**src/rtl/cpu_types_pkg.sv**
```systemverilog
// Shared CPU datapath types: machine word and the data-access controller state.
package cpu_types_pkg;

  typedef logic [31:0] word_t;

  typedef enum logic [1:0] {
    IDLE   = 2'd0,
    ACCESS = 2'd1,
    DONE   = 2'd2,
    HALT   = 2'd3
  } dmem_state_t;

endpackage

```
**src/rtl/dmem_access_ctrl_if.sv**
```systemverilog
// EX/MEM-side inputs, data-memory port and pipeline control outputs of the
// memory-stage access controller, bundled for port connection.
interface dmem_access_ctrl_if #(
  parameter int WORD_W = 32,
  parameter int CNT_W  = 16
);

  logic              dmemREN_i;
  logic              dmemWEN_i;
  logic [WORD_W-1:0] dmemaddr_i;
  logic [WORD_W-1:0] dmemstore_i;
  logic              halt_i;
  logic              ihit;
  logic              dhit;
  logic [WORD_W-1:0] dmemload;

  logic              dmemREN;
  logic              dmemWEN;
  logic [WORD_W-1:0] dmemaddr;
  logic [WORD_W-1:0] dmemstore;
  logic [WORD_W-1:0] dmem_load_o;
  logic              freeze_o;
  logic              halt_o;
  logic [CNT_W-1:0]  stall_cnt_o;

  // Controller side: drives memory requests and pipeline control.
  modport master (
    input  dmemREN_i, dmemWEN_i, dmemaddr_i, dmemstore_i, halt_i, ihit, dhit, dmemload,
    output dmemREN, dmemWEN, dmemaddr, dmemstore, dmem_load_o, freeze_o, halt_o, stall_cnt_o
  );

  // Environment side: pipeline latch, fetch unit and memory model.
  modport slave (
    output dmemREN_i, dmemWEN_i, dmemaddr_i, dmemstore_i, halt_i, ihit, dhit, dmemload,
    input  dmemREN, dmemWEN, dmemaddr, dmemstore, dmem_load_o, freeze_o, halt_o, stall_cnt_o
  );

endinterface

```
**src/rtl/dmem_access_ctrl.sv**
```systemverilog
// Memory-stage data-access controller: holds a load/store request until dhit,
// registers load data, and generates the global pipeline freeze and sticky halt.
module dmem_access_ctrl
  import cpu_types_pkg::*;
#(
  parameter int CNT_W  = 16,
  parameter int WORD_W = 32
) (
  input  logic           CLK,
  input  logic           nRST,
  dmem_access_ctrl_if.master bus
);

  dmem_state_t       state;
  dmem_state_t       state_nxt;
  logic              req_ren;
  logic              req_wen;
  logic [WORD_W-1:0] req_addr;
  logic [WORD_W-1:0] req_store;
  logic [WORD_W-1:0] load_q;
  logic [CNT_W-1:0]  cnt_q;
  logic              memop;
  logic              issue;
  logic              capture;

  function automatic logic [CNT_W-1:0] sat_inc(input logic [CNT_W-1:0] v);
    return (&v) ? v : v + 1'b1;
  endfunction

  assign memop   = bus.dmemREN_i | bus.dmemWEN_i;
  assign issue   = (state == IDLE) && memop;
  assign capture = (state == ACCESS) && bus.dhit && req_ren;

  always_ff @(posedge CLK or negedge nRST) begin
    if (!nRST) state <= IDLE;
    else       state <= state_nxt;
  end

  // Request op type is control; a simultaneous load+store is issued as a store.
  always_ff @(posedge CLK or negedge nRST) begin
    if (!nRST) begin
      req_ren <= 1'b0;
      req_wen <= 1'b0;
    end else if (issue) begin
      req_ren <= bus.dmemREN_i & ~bus.dmemWEN_i;
      req_wen <= bus.dmemWEN_i;
    end
  end

  always_ff @(posedge CLK) begin
    if (issue) begin
      req_addr  <= bus.dmemaddr_i;
      req_store <= bus.dmemstore_i;
    end
  end

  always_ff @(posedge CLK or negedge nRST) begin
    if (!nRST) begin
      load_q <= '0;
      cnt_q  <= '0;
    end else begin
      if (capture)          load_q <= bus.dmemload;
      if (state == ACCESS)  cnt_q  <= sat_inc(cnt_q);
    end
  end

  always_comb begin
    state_nxt     = state;
    bus.freeze_o  = 1'b1;
    bus.dmemREN   = 1'b0;
    bus.dmemWEN   = 1'b0;
    bus.dmemaddr  = '0;
    bus.dmemstore = '0;
    case (state)
      IDLE: begin
        bus.freeze_o = memop | ~bus.ihit;
        if (memop)                       state_nxt = ACCESS;
        else if (bus.halt_i && bus.ihit) state_nxt = HALT;
      end
      ACCESS: begin
        bus.dmemREN   = req_ren;
        bus.dmemWEN   = req_wen;
        bus.dmemaddr  = req_addr;
        bus.dmemstore = req_store;
        if (bus.dhit) state_nxt = DONE;
      end
      DONE: begin
        bus.freeze_o = ~bus.ihit;
        if (bus.ihit) state_nxt = IDLE;
      end
      HALT: ;
      default: state_nxt = IDLE;
    endcase
  end

  assign bus.dmem_load_o = load_q;
  assign bus.halt_o      = (state == HALT);
  assign bus.stall_cnt_o = cnt_q;

endmodule

```
**src/flat_wrapper.sv**
```systemverilog
// flat-port wrapper written by rule: the top's interface ports become plain ports
module dmem_access_ctrl_flat import cpu_types_pkg::*;
#(
  parameter int CNT_W  = 16,
  parameter int WORD_W = 32
)
  (CLK, nRST, bus_dmemREN_i, bus_dmemWEN_i, bus_dmemaddr_i, bus_dmemstore_i, bus_halt_i, bus_ihit, bus_dhit, bus_dmemload, bus_dmemREN, bus_dmemWEN, bus_dmemaddr, bus_dmemstore, bus_dmem_load_o, bus_freeze_o, bus_halt_o, bus_stall_cnt_o);
  dmem_access_ctrl_if #(.WORD_W(WORD_W), .CNT_W(CNT_W)) bus_i ();
  input  logic CLK;
  input  logic nRST;
  input wire logic [$bits(bus_i.dmemREN_i)-1:0] bus_dmemREN_i;
  input wire logic [$bits(bus_i.dmemWEN_i)-1:0] bus_dmemWEN_i;
  input wire logic [$bits(bus_i.dmemaddr_i)-1:0] bus_dmemaddr_i;
  input wire logic [$bits(bus_i.dmemstore_i)-1:0] bus_dmemstore_i;
  input wire logic [$bits(bus_i.halt_i)-1:0] bus_halt_i;
  input wire logic [$bits(bus_i.ihit)-1:0] bus_ihit;
  input wire logic [$bits(bus_i.dhit)-1:0] bus_dhit;
  input wire logic [$bits(bus_i.dmemload)-1:0] bus_dmemload;
  output wire logic [$bits(bus_i.dmemREN)-1:0] bus_dmemREN;
  output wire logic [$bits(bus_i.dmemWEN)-1:0] bus_dmemWEN;
  output wire logic [$bits(bus_i.dmemaddr)-1:0] bus_dmemaddr;
  output wire logic [$bits(bus_i.dmemstore)-1:0] bus_dmemstore;
  output wire logic [$bits(bus_i.dmem_load_o)-1:0] bus_dmem_load_o;
  output wire logic [$bits(bus_i.freeze_o)-1:0] bus_freeze_o;
  output wire logic [$bits(bus_i.halt_o)-1:0] bus_halt_o;
  output wire logic [$bits(bus_i.stall_cnt_o)-1:0] bus_stall_cnt_o;
  assign bus_i.dmemREN_i = bus_dmemREN_i;
  assign bus_i.dmemWEN_i = bus_dmemWEN_i;
  assign bus_i.dmemaddr_i = bus_dmemaddr_i;
  assign bus_i.dmemstore_i = bus_dmemstore_i;
  assign bus_i.halt_i = bus_halt_i;
  assign bus_i.ihit = bus_ihit;
  assign bus_i.dhit = bus_dhit;
  assign bus_i.dmemload = bus_dmemload;
  assign bus_dmemREN = bus_i.dmemREN;
  assign bus_dmemWEN = bus_i.dmemWEN;
  assign bus_dmemaddr = bus_i.dmemaddr;
  assign bus_dmemstore = bus_i.dmemstore;
  assign bus_dmem_load_o = bus_i.dmem_load_o;
  assign bus_freeze_o = bus_i.freeze_o;
  assign bus_halt_o = bus_i.halt_o;
  assign bus_stall_cnt_o = bus_i.stall_cnt_o;
  dmem_access_ctrl #(.CNT_W(CNT_W), .WORD_W(WORD_W)) u_core (.CLK(CLK), .nRST(nRST), .bus(bus_i));
endmodule
```
**config.mk**
```make
export PLATFORM = sky130hd
export DESIGN_NAME = dmem_access_ctrl_flat
export DESIGN_NICKNAME = d
export VERILOG_FILES = /design/src/rtl/cpu_types_pkg.sv /design/src/rtl/dmem_access_ctrl_if.sv /design/src/rtl/dmem_access_ctrl.sv /design/src/flat_wrapper.sv
export SDC_FILE = /design/constraint.sdc
export NUM_CORES = 1
export LEC_CHECK = 0
export CORE_ASPECT_RATIO = 1.2
export CORE_UTILIZATION = 42
export CTS_BUF_LIST = sky130_fd_sc_hd__clkbuf_4
export CTS_CLUSTER_DIAMETER = 50
export DETAILED_ROUTE_END_ITERATION = 8
export GPL_ROUTABILITY_DRIVEN = 0
export HOLD_SLACK_MARGIN = 0.12
export PLACE_DENSITY = 0.86
export SLEW_MARGIN = 0
export SYNTH_ARGS = -nofsm -noshare
export SYNTH_HDL_FRONTEND = slang
export SYNTH_SLANG_ARGS = --single-unit
```
**constraint.sdc**
```tcl
create_clock -name CLK -period 3.55 [get_ports CLK]
set_input_delay 0.71 -clock CLK [delete_from_list [all_inputs] [get_ports CLK]]
set_output_delay 0.71 -clock CLK [all_outputs]
set_load 0.01 [all_outputs]
```
==> results.cfg, run 1 <==
[run_status]
status = complete, but fails checks
failed_checks = DRC

[synth]
netlist_top_cells_count = and2_1 (66), edfxtp_1 (64), dfrtp_1 (52)
yosys.cell_types.count = 33
yosysTopAreaCell = edfxtp_1
ys_ff_latch = 116
postSynthAreaPerCell_um2 = 15.1
yosysSeqAreaShare_pct = 69.1
netlist_area_um2 = 4660
ys_async_sr_fraction_pct = 44.8
synth_most_common_cell = and2_1
yosysWarnings = 0
synth_area_leaders = edfxtp_1 (41%), dfrtp_1 (28%), and2_1 (8.9%)
netlist.area_leader.share_pct = 41.2
synth_edf_count = 64
dominantRegCellSynth = edfxtp_1
syn-num-nets = 419
syn_inst = 309

[setup_path]
path_class = flop to primary output
crit_chain = inv_1 > ha_2 > buf_4 > and2_1 > clkdlybuf4s50_1
crit_path_end_kind = primary output
critPathLaunchType = flop
crit_family = buffers and inverters
cpPeakStageDelay_ns = 0.57
crit_buf_inv = 3
critPathMaxFanout = 67
arrival_ns = 2.50
critPathSlowestCell = clkdlybuf4s50_1
required_ns = 2.84

[final_layout]
drive_gt1_share_pct = 13.2
fin_area_um2 = 7270
antenna_cells = 0
final_nets = 649
regArea_um2 = 3220
stdcell_count = 681
multi_input_area_um2 = 1360
fill_cells = 752
syn_to_final_growth_pct = 55.8

[cts]
worstSkewPairLatency_ns = 0.48
clock_path_buffers = 2
ctsRootBufferMaster = clkbuf_4
cts_tree = built
htreeDepth = 4
postCtsHoldBufs = 0
cts_buffers = 17
clk_pin_slew_worst_paths_ns = 0.11
cts_resized = 0
clock_sinks = 116
cts_setup_buffers = 0

[global_route]
overflow = 0
grt_max_degree = 68
grt_use_total_pct = 20.3
antenna_found_initial = 0
grt_pass1_wl_um = 17800
grt_pass1_vias = 3580

[sta]
layout_min_cycle_time_ns = 3.21
relSlewSlack_pct = 26.2
skew_ns = 0.0159
tightest_slew_ns = 1.11
setup_viol = 0
rsz0062_at_grt = no
fin_tns_setup_ns = 0
fmax_mhz = 311
final-max-slew-violation-count = 0
hold_ws_ns = 0.429
final.period_utilization_pct = 90.5
hold_violations = 0

[drt]
wirelength_um = 11200
dr.first_iter.drc_count = 103
ant_nets = 0
drcViolationCount = 15
drtPass1Iterations = 6
viasPerCell = 4.85
wl_per_cell_um = 16.5
vias = 3301

[floorplanning]
die_w_um = 98.2
ios = 219
rows = 41
dieArea_um2 = 11500
die_h_um = 117
start_util_pct = 43.7
core_um2 = 10700

[placement]
placed_area_um2 = 6980
dp_cells = 649
hpwl_um = 8360
numPortBuffers = 218

[power]
p_leak_nw = 2.83
p_per_area_nw_per_um2 = 754
irDropWorstVdd_v = 0.000449
p_total_w = 0.00548

[worst_hold_path]
hp-class = primary input to asynchronous set/reset pin

[job]
max-cap-violations = 0
-- state kept, by name, indices dropped and copies added (netlist names) --
register,count
u_core.req_ren,1
u_core.req_store,32
u_core.bus.dmem_load_o,32
u_core.state,2
u_core.req_addr,32
u_core.bus.stall_cnt_o,16
u_core.req_wen,1
-- kinds of logic (layout without fill, tap and decap cells) --
logic type / count (synthesis) / count (layout) / synth area share (%)
adder cells (fa/ha/maj): 7 / 7 / 1.88
buffers and inverters: 18 / 261 / 1.72
multiplexers: 38 / 38 / 9.07
XOR/XNOR: 11 / 11 / 2.07
AND/OR/NAND/NOR: 109 / 109 / 14.5
AO/OA/AOI/OAI: 10 / 10 / 1.66
flip-flops: 116 / 116 / 69.1
-- layout make-up --
type | count | area share, %
clock inverters | 13 | 1.93
repair buffers | 223 | 30.5
multi-input cells | 175 | 18.8
well taps | 129 | 2.22
flip-flops and latches | 116 | 44.4
inverters | 6 | 0.310
clock buffers | 19 | 1.96
-- through the flow --
stage | utilization [%] | setup WS, ns
after floorplan | - | 1.01
after global placement | 65.5 | 0.687
after detailed placement | 65.5 | 0.671
after CTS | 68.1 | 0.263
after global routing | 68.1 | 0.136
final | 68.1 | 0.336
-- per-layer routing --
layer / up-vias / wire, µm / GRT usage, %
met3: 8 / 1520 / 12.2
met4: 0 / 139 / 7.28
met2: 170 / 5600 / 33.8
met5: - / 0 / 0
met1: 1573 / 3980 / 21.1
li1: 1550 / - / -
-- path summary, 6_finish.rpt --
kind,startpoint,end,slack (ns),cells after the start
min in group CLK,u_core.req_ren,u_core.req_ren,0.49,2
hold reg to reg,u_core.req_ren,u_core.req_ren,0.49,2
max in group asynchronous,nRST,u_core.bus.dmem_load_o[27],2.42,1
setup / recovery,u_core.state[1],bus_dmemstore[29],0.34,5
hold / removal,nRST,u_core.bus.dmem_load_o[10],0.43,1
setup reg to reg,u_core.state[1],u_core.bus.dmem_load_o[7],1.34,7
-- cells in the final DEF (no fill, tap or decap), types with 6 or more instances in the layout --
| master | count |
|---|---|
| and2_1 | 66 |
| clkbuf_4 | 19 |
| clkdlybuf4s50_1 | 217 |
| dfrtp_1 | 52 |
| edfxtp_1 | 64 |
| ha_1 | 6 |
| mux2_2 | 30 |
| nand2_1 | 11 |
| nand3_1 | 8 |
| nand4_1 | 6 |
| xnor2_1 | 9 |
-- where the power goes --
group	internal, W	switching [W]
Clock	0.000490	0.000467
Combinational	0.00136	0.00104
Sequential	0.00193	0.000196
Total	0.00378	0.00170
Power figures use the tool's default switching activity.
==> run 2, diff against run 1 <==
Settings changed: HOLD_SLACK_MARGIN 0.12 to not set.
==> results of run 2 <==
Final layout, timing and power as in run 1 (identical DEF).
